`src/rtl/fetch_ir_unit_if.sv`:
```
// Bus bundle for the fetch/IR stage: instruction-memory read port,
// IR delivery handshake towards the decoder, PC redirect and IR fields.
interface fetch_ir_unit_if;
   logic        MEM_REQ;
   logic [15:0] MEM_ADDR;
   logic [15:0] MEM_RDATA;
   logic        MEM_ACK;
   logic        IR_VALID;
   logic        IR_TAKEN;
   logic        PC_LOAD;
   logic [15:0] PC_NEXT;
   logic [15:0] PC;
   logic [15:0] IR;
   logic [3:0]  OPCODE;
   logic [3:0]  RD;
   logic [3:0]  RS;
   logic [3:0]  IMM4;

   // The fetch unit drives memory requests and the IR side.
   modport master (
      output MEM_REQ, MEM_ADDR, IR_VALID, PC, IR, OPCODE, RD, RS, IMM4,
      input  MEM_RDATA, MEM_ACK, IR_TAKEN, PC_LOAD, PC_NEXT
   );

   // Memory plus decoder side of the same bundle.
   modport slave (
      input  MEM_REQ, MEM_ADDR, IR_VALID, PC, IR, OPCODE, RD, RS, IMM4,
      output MEM_RDATA, MEM_ACK, IR_TAKEN, PC_LOAD, PC_NEXT
   );
endinterface

```
`src/rtl/fetch_ir_unit.sv`:
```
// Instruction fetch / instruction register stage of the 16-bit multicycle
// datapath. Owns the PC, reads instruction words over a req/ack port and
// hands them to the decoder through a valid/taken handshake.
module fetch_ir_unit #(
   parameter logic [15:0] RESET_PC = 16'h0000,
   parameter int unsigned PC_STEP  = 1
) (
   input logic             CLK,
   input logic             RESET_N,
   fetch_ir_unit_if.master bus
);

   localparam logic [15:0] STEP = 16'(PC_STEP);

   typedef enum logic [1:0] {
      IDLE  = 2'd0,
      FETCH = 2'd1,
      WAIT  = 2'd2,
      VALID = 2'd3
   } state_t;

   state_t      state_reg;
   logic [15:0] pc_reg;
   logic [15:0] ir_reg;
   logic        mem_req_reg;
   logic        ir_valid_reg;

   // Fetch FSM with registered request/valid outputs; a redirect always
   // wins over an ack or an IR_TAKEN and restarts the fetch at the new PC.
   always_ff @(posedge CLK) begin
      if (!RESET_N) begin
         state_reg    <= IDLE;
         pc_reg       <= RESET_PC;
         ir_reg       <= 16'h0000;
         mem_req_reg  <= 1'b0;
         ir_valid_reg <= 1'b0;
      end else begin
         case (state_reg)
            IDLE: begin
               if (bus.PC_LOAD) begin
                  pc_reg <= bus.PC_NEXT;
               end
               state_reg   <= FETCH;
               mem_req_reg <= 1'b1;
            end
            FETCH, WAIT: begin
               if (bus.PC_LOAD) begin
                  // Abandon the outstanding read; any data returned now is dropped.
                  pc_reg      <= bus.PC_NEXT;
                  state_reg   <= FETCH;
                  mem_req_reg <= 1'b1;
               end else if (bus.MEM_ACK) begin
                  ir_reg       <= bus.MEM_RDATA;
                  pc_reg       <= pc_reg + STEP;
                  state_reg    <= VALID;
                  mem_req_reg  <= 1'b0;
                  ir_valid_reg <= 1'b1;
               end else begin
                  state_reg   <= WAIT;
                  mem_req_reg <= 1'b1;
               end
            end
            VALID: begin
               if (bus.PC_LOAD) begin
                  // Flush the IR even when the decoder also took it.
                  pc_reg       <= bus.PC_NEXT;
                  ir_valid_reg <= 1'b0;
                  state_reg    <= FETCH;
                  mem_req_reg  <= 1'b1;
               end else if (bus.IR_TAKEN) begin
                  ir_valid_reg <= 1'b0;
                  state_reg    <= FETCH;
                  mem_req_reg  <= 1'b1;
               end
            end
            default: begin
               state_reg    <= IDLE;
               mem_req_reg  <= 1'b0;
               ir_valid_reg <= 1'b0;
            end
         endcase
      end
   end

   assign bus.MEM_REQ  = mem_req_reg;
   assign bus.MEM_ADDR = pc_reg;
   assign bus.PC       = pc_reg;
   assign bus.IR       = ir_reg;
   assign bus.IR_VALID = ir_valid_reg;
   assign bus.OPCODE   = ir_reg[15:12];
   assign bus.RD       = ir_reg[11:8];
   assign bus.RS       = ir_reg[7:4];
   assign bus.IMM4     = ir_reg[3:0];

endmodule

```
`src/flat_wrapper.sv`:
```
// flat-port wrapper written by rule: the top's interface ports become plain ports
module fetch_ir_unit_flat 
#(
   parameter logic [15:0] RESET_PC = 16'h0000,
   parameter int unsigned PC_STEP  = 1
)
  (CLK, RESET_N, bus_MEM_REQ, bus_MEM_ADDR, bus_IR_VALID, bus_PC, bus_IR, bus_OPCODE, bus_RD, bus_RS, bus_IMM4, bus_MEM_RDATA, bus_MEM_ACK, bus_IR_TAKEN, bus_PC_LOAD, bus_PC_NEXT);
  fetch_ir_unit_if bus_i ();
  input logic CLK;
  input logic RESET_N;
  output wire logic [$bits(bus_i.MEM_REQ)-1:0] bus_MEM_REQ;
  output wire logic [$bits(bus_i.MEM_ADDR)-1:0] bus_MEM_ADDR;
  output wire logic [$bits(bus_i.IR_VALID)-1:0] bus_IR_VALID;
  output wire logic [$bits(bus_i.PC)-1:0] bus_PC;
  output wire logic [$bits(bus_i.IR)-1:0] bus_IR;
  output wire logic [$bits(bus_i.OPCODE)-1:0] bus_OPCODE;
  output wire logic [$bits(bus_i.RD)-1:0] bus_RD;
  output wire logic [$bits(bus_i.RS)-1:0] bus_RS;
  output wire logic [$bits(bus_i.IMM4)-1:0] bus_IMM4;
  input wire logic [$bits(bus_i.MEM_RDATA)-1:0] bus_MEM_RDATA;
  input wire logic [$bits(bus_i.MEM_ACK)-1:0] bus_MEM_ACK;
  input wire logic [$bits(bus_i.IR_TAKEN)-1:0] bus_IR_TAKEN;
  input wire logic [$bits(bus_i.PC_LOAD)-1:0] bus_PC_LOAD;
  input wire logic [$bits(bus_i.PC_NEXT)-1:0] bus_PC_NEXT;
  assign bus_MEM_REQ = bus_i.MEM_REQ;
  assign bus_MEM_ADDR = bus_i.MEM_ADDR;
  assign bus_IR_VALID = bus_i.IR_VALID;
  assign bus_PC = bus_i.PC;
  assign bus_IR = bus_i.IR;
  assign bus_OPCODE = bus_i.OPCODE;
  assign bus_RD = bus_i.RD;
  assign bus_RS = bus_i.RS;
  assign bus_IMM4 = bus_i.IMM4;
  assign bus_i.MEM_RDATA = bus_MEM_RDATA;
  assign bus_i.MEM_ACK = bus_MEM_ACK;
  assign bus_i.IR_TAKEN = bus_IR_TAKEN;
  assign bus_i.PC_LOAD = bus_PC_LOAD;
  assign bus_i.PC_NEXT = bus_PC_NEXT;
  fetch_ir_unit #(.RESET_PC(RESET_PC), .PC_STEP(PC_STEP)) u_core (.CLK(CLK), .RESET_N(RESET_N), .bus(bus_i));
endmodule
```
`config.mk`:
```
export PLATFORM = sky130hd
export DESIGN_NAME = fetch_ir_unit_flat
export DESIGN_NICKNAME = d
export VERILOG_FILES = /design/src/rtl/fetch_ir_unit_if.sv /design/src/rtl/fetch_ir_unit.sv /design/src/flat_wrapper.sv
export SDC_FILE = /design/constraint.sdc
export NUM_CORES = 1
export LEC_CHECK = 0
export BUFFER_PORTS_ARGS = -buffer_cell sky130_fd_sc_hd__buf_2
export CAP_MARGIN = 20
export CORE_UTILIZATION = 41
export CTS_BUF_LIST = sky130_fd_sc_hd__clkbuf_4 sky130_fd_sc_hd__clkbuf_8
export DETAILED_ROUTE_END_ITERATION = 7
export PLACE_DENSITY = 0.73
export SYNTH_ARGS = -nofsm -noshare
export SYNTH_HDL_FRONTEND = slang
export SYNTH_SLANG_ARGS = --single-unit
```
`constraint.sdc`:
```
create_clock -name CLK -period 2.2 [get_ports CLK]
set_clock_uncertainty 0.15 [all_clocks]
set_input_delay 0.44 -clock CLK [delete_from_list [all_inputs] [get_ports CLK]]
set_output_delay 0.44 -clock CLK [all_outputs]
set_load 0.02 [all_outputs]
```
==> out/qor.csv, run 1 <==
stage;metric;value;unit
global_routing;gr ovfl total;0;
die;IO Pins;103;
detailed_routing;Initial DRT Pass Iterations;6;
synth;Yosys reg bits;36;
synth;synthesized area;0.00193;mm2
setup_path;worst reg2reg path startpoint;u_core.state_reg[0];
global_routing;GR Util met2;26.8;%
pwr;Worst VDD drop;359;uV
sta;TNS Setup;0;ps
global_routing;largest net degree at the start of global routing;26;
clock_tree;Root Buffer;clkbuf_8;
sta;Final WS setup;335;ps
setup_path;R2R setup slack;330;ps
finish;Area growth syn-to-layout;21.4;%
sta;unrepaired setup endpoints after global routing;no;
detailed_routing;final wirelength;4.30;mm
synth;number of flops mapped to enable cells by yosys;0;
detailed_routing;DRC;16;
setup_path;CP Class;register to register;
synth;Async SR Flop Fraction;0;%
setup_path;nature of the critical path startpoint;register;
sta;Hold Worst Slack;232;ps
hold_path;Hold WC Path Type;input pin to register;
sta;Slew Limit Headroom;57.8;%
setup_path;Setup crit end;u_core.bus.MEM_ADDR[13];
global_routing;initial antenna violation count;0;
global_routing;number of global-route vias before repair;1473;
die;Placeable Area;0.00444;mm2
die;Die Span Y;70.5;um
synth;Synth Warn #;0;
finish;Nets;343;
global_routing;busiest grt layer;met2;
setup_path;crit path max fanout;10;
place;I/O Buffers;102;
die;row cnt;24;
synth;Yosys cell types;38;
clock_tree;clk sink count;36;
clock_tree;worst skew pair latency;280;ps
pwr;leakage;0.00114;uW
clock_tree;PostCTS Resize Cnt;0;
setup_path;Worst EP required;2270;ps
sta;max frequency;0.536;GHz
sta;fin. max-slew vios;0;
clock_tree;CTS buffer count;5;
status;status;complete, but fails checks;
setup_path;Critical Path Sink Type;register;
flow_run;Max Cap Viol;0;
detailed_routing;drt wl/cell;12.1;um
pwr;PD cells;651;mW/mm2
die;DIE AREA;0.00497;mm2
synth;synthesized area per cell;8.23;um2
finish;ratio of cells with drive above 1 in the final layout;39.7;%
setup_path;Arr. time, crit path;1930;ps
sta;Worst-Margin Slew;631;ps
place;pre-CTS setup slack;331;ps
synth;area leader, netlist;dfxtp_1;
synth;ys flop type;dfxtp_1;
sta;Final Cycle Share;84.8;%
clock_tree;clock-pin slew on the worst setup and hold paths;70;ps
synth;Synth top cells by count;nand2_1, dfxtp_1, buf_4, a21boi_0, o21ai_0;
die;Die X;70.5;um
status;failing checks;design-rule violations;
place;gpl congestion;0.871;
global_routing;GRT Util Overall;17.1;%
clock_tree;post-cts hold buffer count;0;
synth;top-area cell type share of the netlist area;37.4;%
detailed_routing;initial drt markers;109;
synth;cell with the most instances after synthesis;nand2_1;
global_routing;global-route wire length before repair;6.79;mm
detailed_routing;Post-DRT Antenna Nets;0;
clock_tree;CTS Buffer Depth;2;
synth;syn_nets;273;
sta;# setup viols final;0;
finish;diode count;0;
place;Post-DP HPWL;3.17;mm
synth;top cells by area, synth;dfxtp_1, buf_4, nand2_1;
sta;fin crit period;1870;ps
detailed_routing;Vias per Instance;4.88;
clock_tree;TritonCTS clock tree;done;
clock_tree;H-tree lvl count;2;
setup_path;FF-to-FF End;u_core.bus.MEM_ADDR[13];
synth;post-synthesis cell count;234;
die;effective utilization at floorplan;43.3;%
clock_tree;post-CTS setup repair buffer count;0;
global_routing;GR Util met3;4.27;%
detailed_routing;via count;1742;
setup_path;FF-to-FF path depth;5;
synth;sequential-to-total area share from yosys stat;37.4;%
setup_path;Worst Setup SP;u_core.state_reg[0];
global_routing;met1 Use GR;23.1;%
sta;Hold Fails Final Rpt;0;
worst max-delay path, cell delays in order, from the launching register on:
cell and delay [ps]:
dfxtp_1 310, ha_1 420, and4_1 300, nand3_1 140
or3_1 330, a31oi_1 150
per-stage QoR:
step | cell area, um2 | utilization (%) | std cells | power, uW
2_1_floorplan | 1930 | - | 234 | 978
3_3_place_gp | 2250 | 50.5 | 349 | 1050
3_5_place_dp | 2250 | 50.5 | 349 | 1060
4_1_cts | 2340 | 52.6 | 357 | 1540
5_1_grt | 2340 | 52.6 | 357 | 1600
6_report | 2340 | 52.6 | 357 | 1520
cell type report:
cell class | count | area, um2
Inverter | 6 | 22.5
Multi-Input combinational cell | 149 | 897
Timing Repair Buffer | 106 | 541
Clock buffer | 6 | 82.6
Tap cell | 52 | 65.1
Fill cell | 451 | 2110
Clock inverter | 2 | 10.0
Sequential cell | 36 | 721
cell families (layout without fill, tap and decap cells):
group                    Yosys count  after routing  synth area share [%]
AO/OA/AOI/OAI                     52             52                  17.5
XOR/XNOR                          11             11                  5.00
adder cells (fa/ha/maj)            2              2                  1.30
buffers and inverters             49            120                  16.0
flip-flops                        36             36                  37.4
multiplexers                       3              3                  1.62
AND/OR/NAND/NOR                   81             81                  21.2
worst min path at each step:
stage,startpoint,to,slack (ps),depth (start not counted)
2_1_floorplan,u_core.bus.IR[10],u_core.bus.IR[10],400,2
6_report,bus_PC_NEXT[2],u_core.bus.MEM_ADDR[2],230,2
3_5_place_dp,u_core.bus.IR[4],u_core.bus.IR[4],320,2
4_1_cts,bus_PC_NEXT[2],u_core.bus.MEM_ADDR[2],230,2
3_3_place_gp,u_core.bus.IR[5],u_core.bus.IR[5],310,2
5_1_grt,bus_PC_NEXT[2],u_core.bus.MEM_ADDR[2],240,2
report_power, final:
group          total [uW]  leakage (uW)  internal (uW)  switching [uW]
registers             732      0.000296            690            41.9
clock network         479     0.0000510            250             229
logic                 310      0.000789            121             189
total                1520       0.00114           1060             460
metal layers:
layer	vias up	share of wire [%]	wire, um
met5	-	0	0
met1	775	46	1980
met2	51	47	2020
met4	0	1.2	52
met3	5	5.8	249
li1	911	-	-
cell usage in the layout, fill, tap and decap left out, drive strengths merged:
| master | instances |
|---|---|
| and3 | 2 |
| clkinv | 2 |
| a21boi | 18 |
| nor2 | 5 |
| a211oi | 1 |
| mux2 | 1 |
| or3b | 1 |
| nor3 | 6 |
| a21oi | 8 |
| o21ai | 17 |
| nand2b | 2 |
| or4 | 1 |
| clkbuf | 6 |
| ha | 2 |
| o211a | 2 |
| xor2 | 4 |
| mux2i | 2 |
| o21a | 2 |
| or3 | 2 |
| nand2 | 40 |
| a31oi | 2 |
| inv | 6 |
| buf | 106 |
| dfxtp | 36 |
| xnor2 | 7 |
| nand3 | 8 |
| nor4 | 3 |
| a2bb2oi | 1 |
| a311oi | 1 |
| nor2b | 1 |
| nand4 | 6 |
| and4 | 2 |
| and2 | 2 |
(Power assumes the default switching activity.)
==> run 2: changes to the inputs <==
--- a/config.mk
+++ b/config.mk
@@ -10,7 +10,7 @@
 export CORE_UTILIZATION = 41
 export CTS_BUF_LIST = sky130_fd_sc_hd__clkbuf_4 sky130_fd_sc_hd__clkbuf_8
 export DETAILED_ROUTE_END_ITERATION = 7
-export PLACE_DENSITY = 0.73
+export PLACE_DENSITY = 0.76
 export SYNTH_ARGS = -nofsm -noshare
 export SYNTH_HDL_FRONTEND = slang
 export SYNTH_SLANG_ARGS = --single-unit
==> constraint.sdc (replaced) <==
create_clock -name CLK -period 1.5 [get_ports CLK]
set_clock_uncertainty 0.15 [all_clocks]
set_input_delay 0.3 -clock CLK [delete_from_list [all_inputs] [get_ports CLK]]
set_output_delay 0.3 -clock CLK [all_outputs]
set_load 0.02 [all_outputs]
==> out/qor.csv, run 2 (same netlist as run 1, synthesis figures left out) <==
stage;metric;value;unit;change
detailed_routing;Post-DRT Antenna Nets;0;;unchanged
setup_path;Worst path depth;7;;+2
place;I/O Buffers;102;;unchanged
place;gpl congestion;0.828;;-5.0%
hold_path;worst hold start;bus_PC_NEXT[2];;
pwr;leakage;0.00136;uW;+20%
setup_path;R2R setup slack;-190;ps;-530 ps
setup_path;FF-to-FF path depth;7;;+2
setup_path;crit path max fanout;4;;-6
global_routing;global-route wire length before repair;7.62;mm;+12%
place;Post-DP HPWL;3.55;mm;+12%
global_routing;initial antenna violation count;0;;unchanged
die;row cnt;24;;unchanged
setup_path;Crit path max-delay family;flip-flops;;
clock_tree;clock-pin slew on the worst setup and hold paths;70;ps;about the same
clock_tree;post-cts hold buffer count;0;;unchanged
clock_tree;CTS buffer count;5;;unchanged
die;Die Span Y;70.5;um;unchanged
clock_tree;worst skew pair latency;290;ps;about the same
die;IO Pins;103;;unchanged
setup_path;Arr. time, crit path;1710;ps;-220 ps
clock_tree;H-tree lvl count;2;;unchanged
finish;diode count;0;;unchanged
finish;most frequent cells in the layout;buf_2, nand2_1, buf_4;;
hold_path;hold path depth;2;;unchanged
setup_path;most frequent CP cell;buf_4;;
sta;max frequency;0.591;GHz;+10%
sta;# setup viols final;27;;+27
sta;Final WS setup;-193;ps;-528 ps
global_routing;GRT Util Overall;19.5;%;+2.4 points
pwr;Worst VDD drop;428;uV;+19%
setup_path;Critical Path Sink Type;register;;
setup_path;Critical-path top delay cell;dfxtp_2;;
sta;fin crit period;1690;ps;-172 ps
status;failing checks;design-rule violations, negative setup slack;;
sta;unrepaired setup endpoints after global routing;yes;;
setup_path;Worst Setup SP;u_core.state_reg[1];;
detailed_routing;drt wl/cell;12.4;um;+2.9%
sta;Slew Limit Headroom;81.3;%;+24 points
detailed_routing;initial drt markers;68;;-38%
sta;TNS Setup;-1800;ps;-1800 ps
finish;commonest non-fill, non-tap cell in the layout;buf_2;;
detailed_routing;Initial DRT Pass Iterations;6;;unchanged
clock_tree;Root Buffer;clkbuf_8;;
finish;Area growth syn-to-layout;43.4;%;
setup_path;CP Buf/Inv Count;2;;+2
sta;fin. max-slew vios;0;;unchanged
global_routing;largest net degree at the start of global routing;22;;-15%
setup_path;nature of the critical path startpoint;register;;
detailed_routing;final wirelength;4.85;mm;+13%
setup_path;worst reg2reg path startpoint;u_core.state_reg[1];;
setup_path;CP cell instances;ha_4, buf_4, nand4_1, buf_4, nor3_2, xnor2_1, a21oi_1;;
finish;final non-filler cell total;391;;+9.5%
global_routing;number of global-route vias before repair;1770;;+20%
clock_tree;clk sink count;36;;unchanged
die;Placeable Area;0.00444;mm2;unchanged
die;DIE AREA;0.00497;mm2;unchanged
finish;Nets;377;;+9.9%
global_routing;gr ovfl total;0;;unchanged
die;effective utilization at floorplan;43.3;%;unchanged
detailed_routing;Vias per Instance;4.93;;+1.1%
setup_path;CP Class;register to register;;
finish;Fillers;396;;-12%
flow_run;Max Cap Viol;0;;unchanged
setup_path;Worst EP required;1520;ps;-750 ps
hold_path;Hold WC Path Type;input pin to register;;
status;status;complete, but fails checks;;
sta;Worst-Margin Slew;278;ps;-354 ps
hold_path;WHS Endpoint;u_core.bus.MEM_ADDR[2];;
setup_path;FF-to-FF End;u_core.bus.MEM_ADDR[8];;
finish;final instance area;0.00276;mm2;+18%
sta;Final Cycle Share;113;%;+28 points
place;DP Area;0.00257;mm2;+15%
finish;ratio of cells with drive above 1 in the final layout;52.8;%;+13 points
sta;Hold Fails Final Rpt;0;;unchanged
pwr;PD cells;866;mW/mm2;+33%
die;Die X;70.5;um;unchanged
setup_path;CP max stage delay;340;ps;-80 ps
clock_tree;CTS Buffer Depth;2;;unchanged
detailed_routing;DRC;22;;+6
detailed_routing;via count;1928;;+11%
place;placed cells;380;;+8.9%
clock_tree;TritonCTS clock tree;done;;
==> run 2: cell count changes in the layout (fill, tap and decap cells not counted), moves of 3 or more <==
cell	change
buf_12	+3
buf_4	+28
a21boi_1	+12
dfxtp_2	+11
a21boi_0	-12
dfxtp_1	-11
==> run 2: layer usage <==
metal  GRT usage, %  part of all wire, %  wire (um)
met1           22.8                   42       2060
met2           34.5                   49       2380
met3           4.56                  6.7        325
met4           8.22                  1.8         86
met5              0                    0          0
==> run 2: final cells by class <==
class | instances | area (um2) | share of cell area [%]
multi-input combinational | 149 | 983 | 35.6
sequential | 36 | 734 | 26.6
clock buffer | 8 | 97.6 | 3.53
timing repair buffer | 140 | 858 | 31.1
tap | 52 | 65.1 | 2.36
inverter | 6 | 22.5 | 0.816
==> run 2: where the power goes <==
part	total, uW	internal, uW	switching (uW)
Combinational	578	259	319
Sequential	1070	1020	50.8
Clock	744	411	334
Total	2390	1690	704
==> run 2: timing repair <==
action | CTS | global route
setup buffers | 1 | 1
endpoints found under the setup margin | 30 | 32
gates resized for setup | 11 | 13
pin swaps | 16 | 3
gates cloned | 0 | 1
==> run 2: metrics by stage <==
step	setup slack, ps	utilization (%)	total power, uW	hold slack, ps
after floorplan	-215	-	1450	288
after global placement	-131	57.9	1640	307
after detailed placement	-170	57.9	1650	315
after CTS	-153	60.9	2400	75.0
after global routing	-271	62.1	2500	75.3
final	-193	62.1	2390	78.6
==> run 2: worst max-delay path by stage <==
| stage | endpoint | slack [ps] |
|---|---|---|
| after floorplan | u_core.bus.MEM_ADDR[13] | -220 |
| after global placement | u_core.bus.MEM_ADDR[9] | -130 |
| after detailed placement | u_core.bus.MEM_ADDR[9] | -170 |
| after CTS | u_core.bus.MEM_ADDR[9] | -150 |
| after global routing | u_core.bus.MEM_ADDR[8] | -270 |
| final | u_core.bus.MEM_ADDR[8] | -190 |
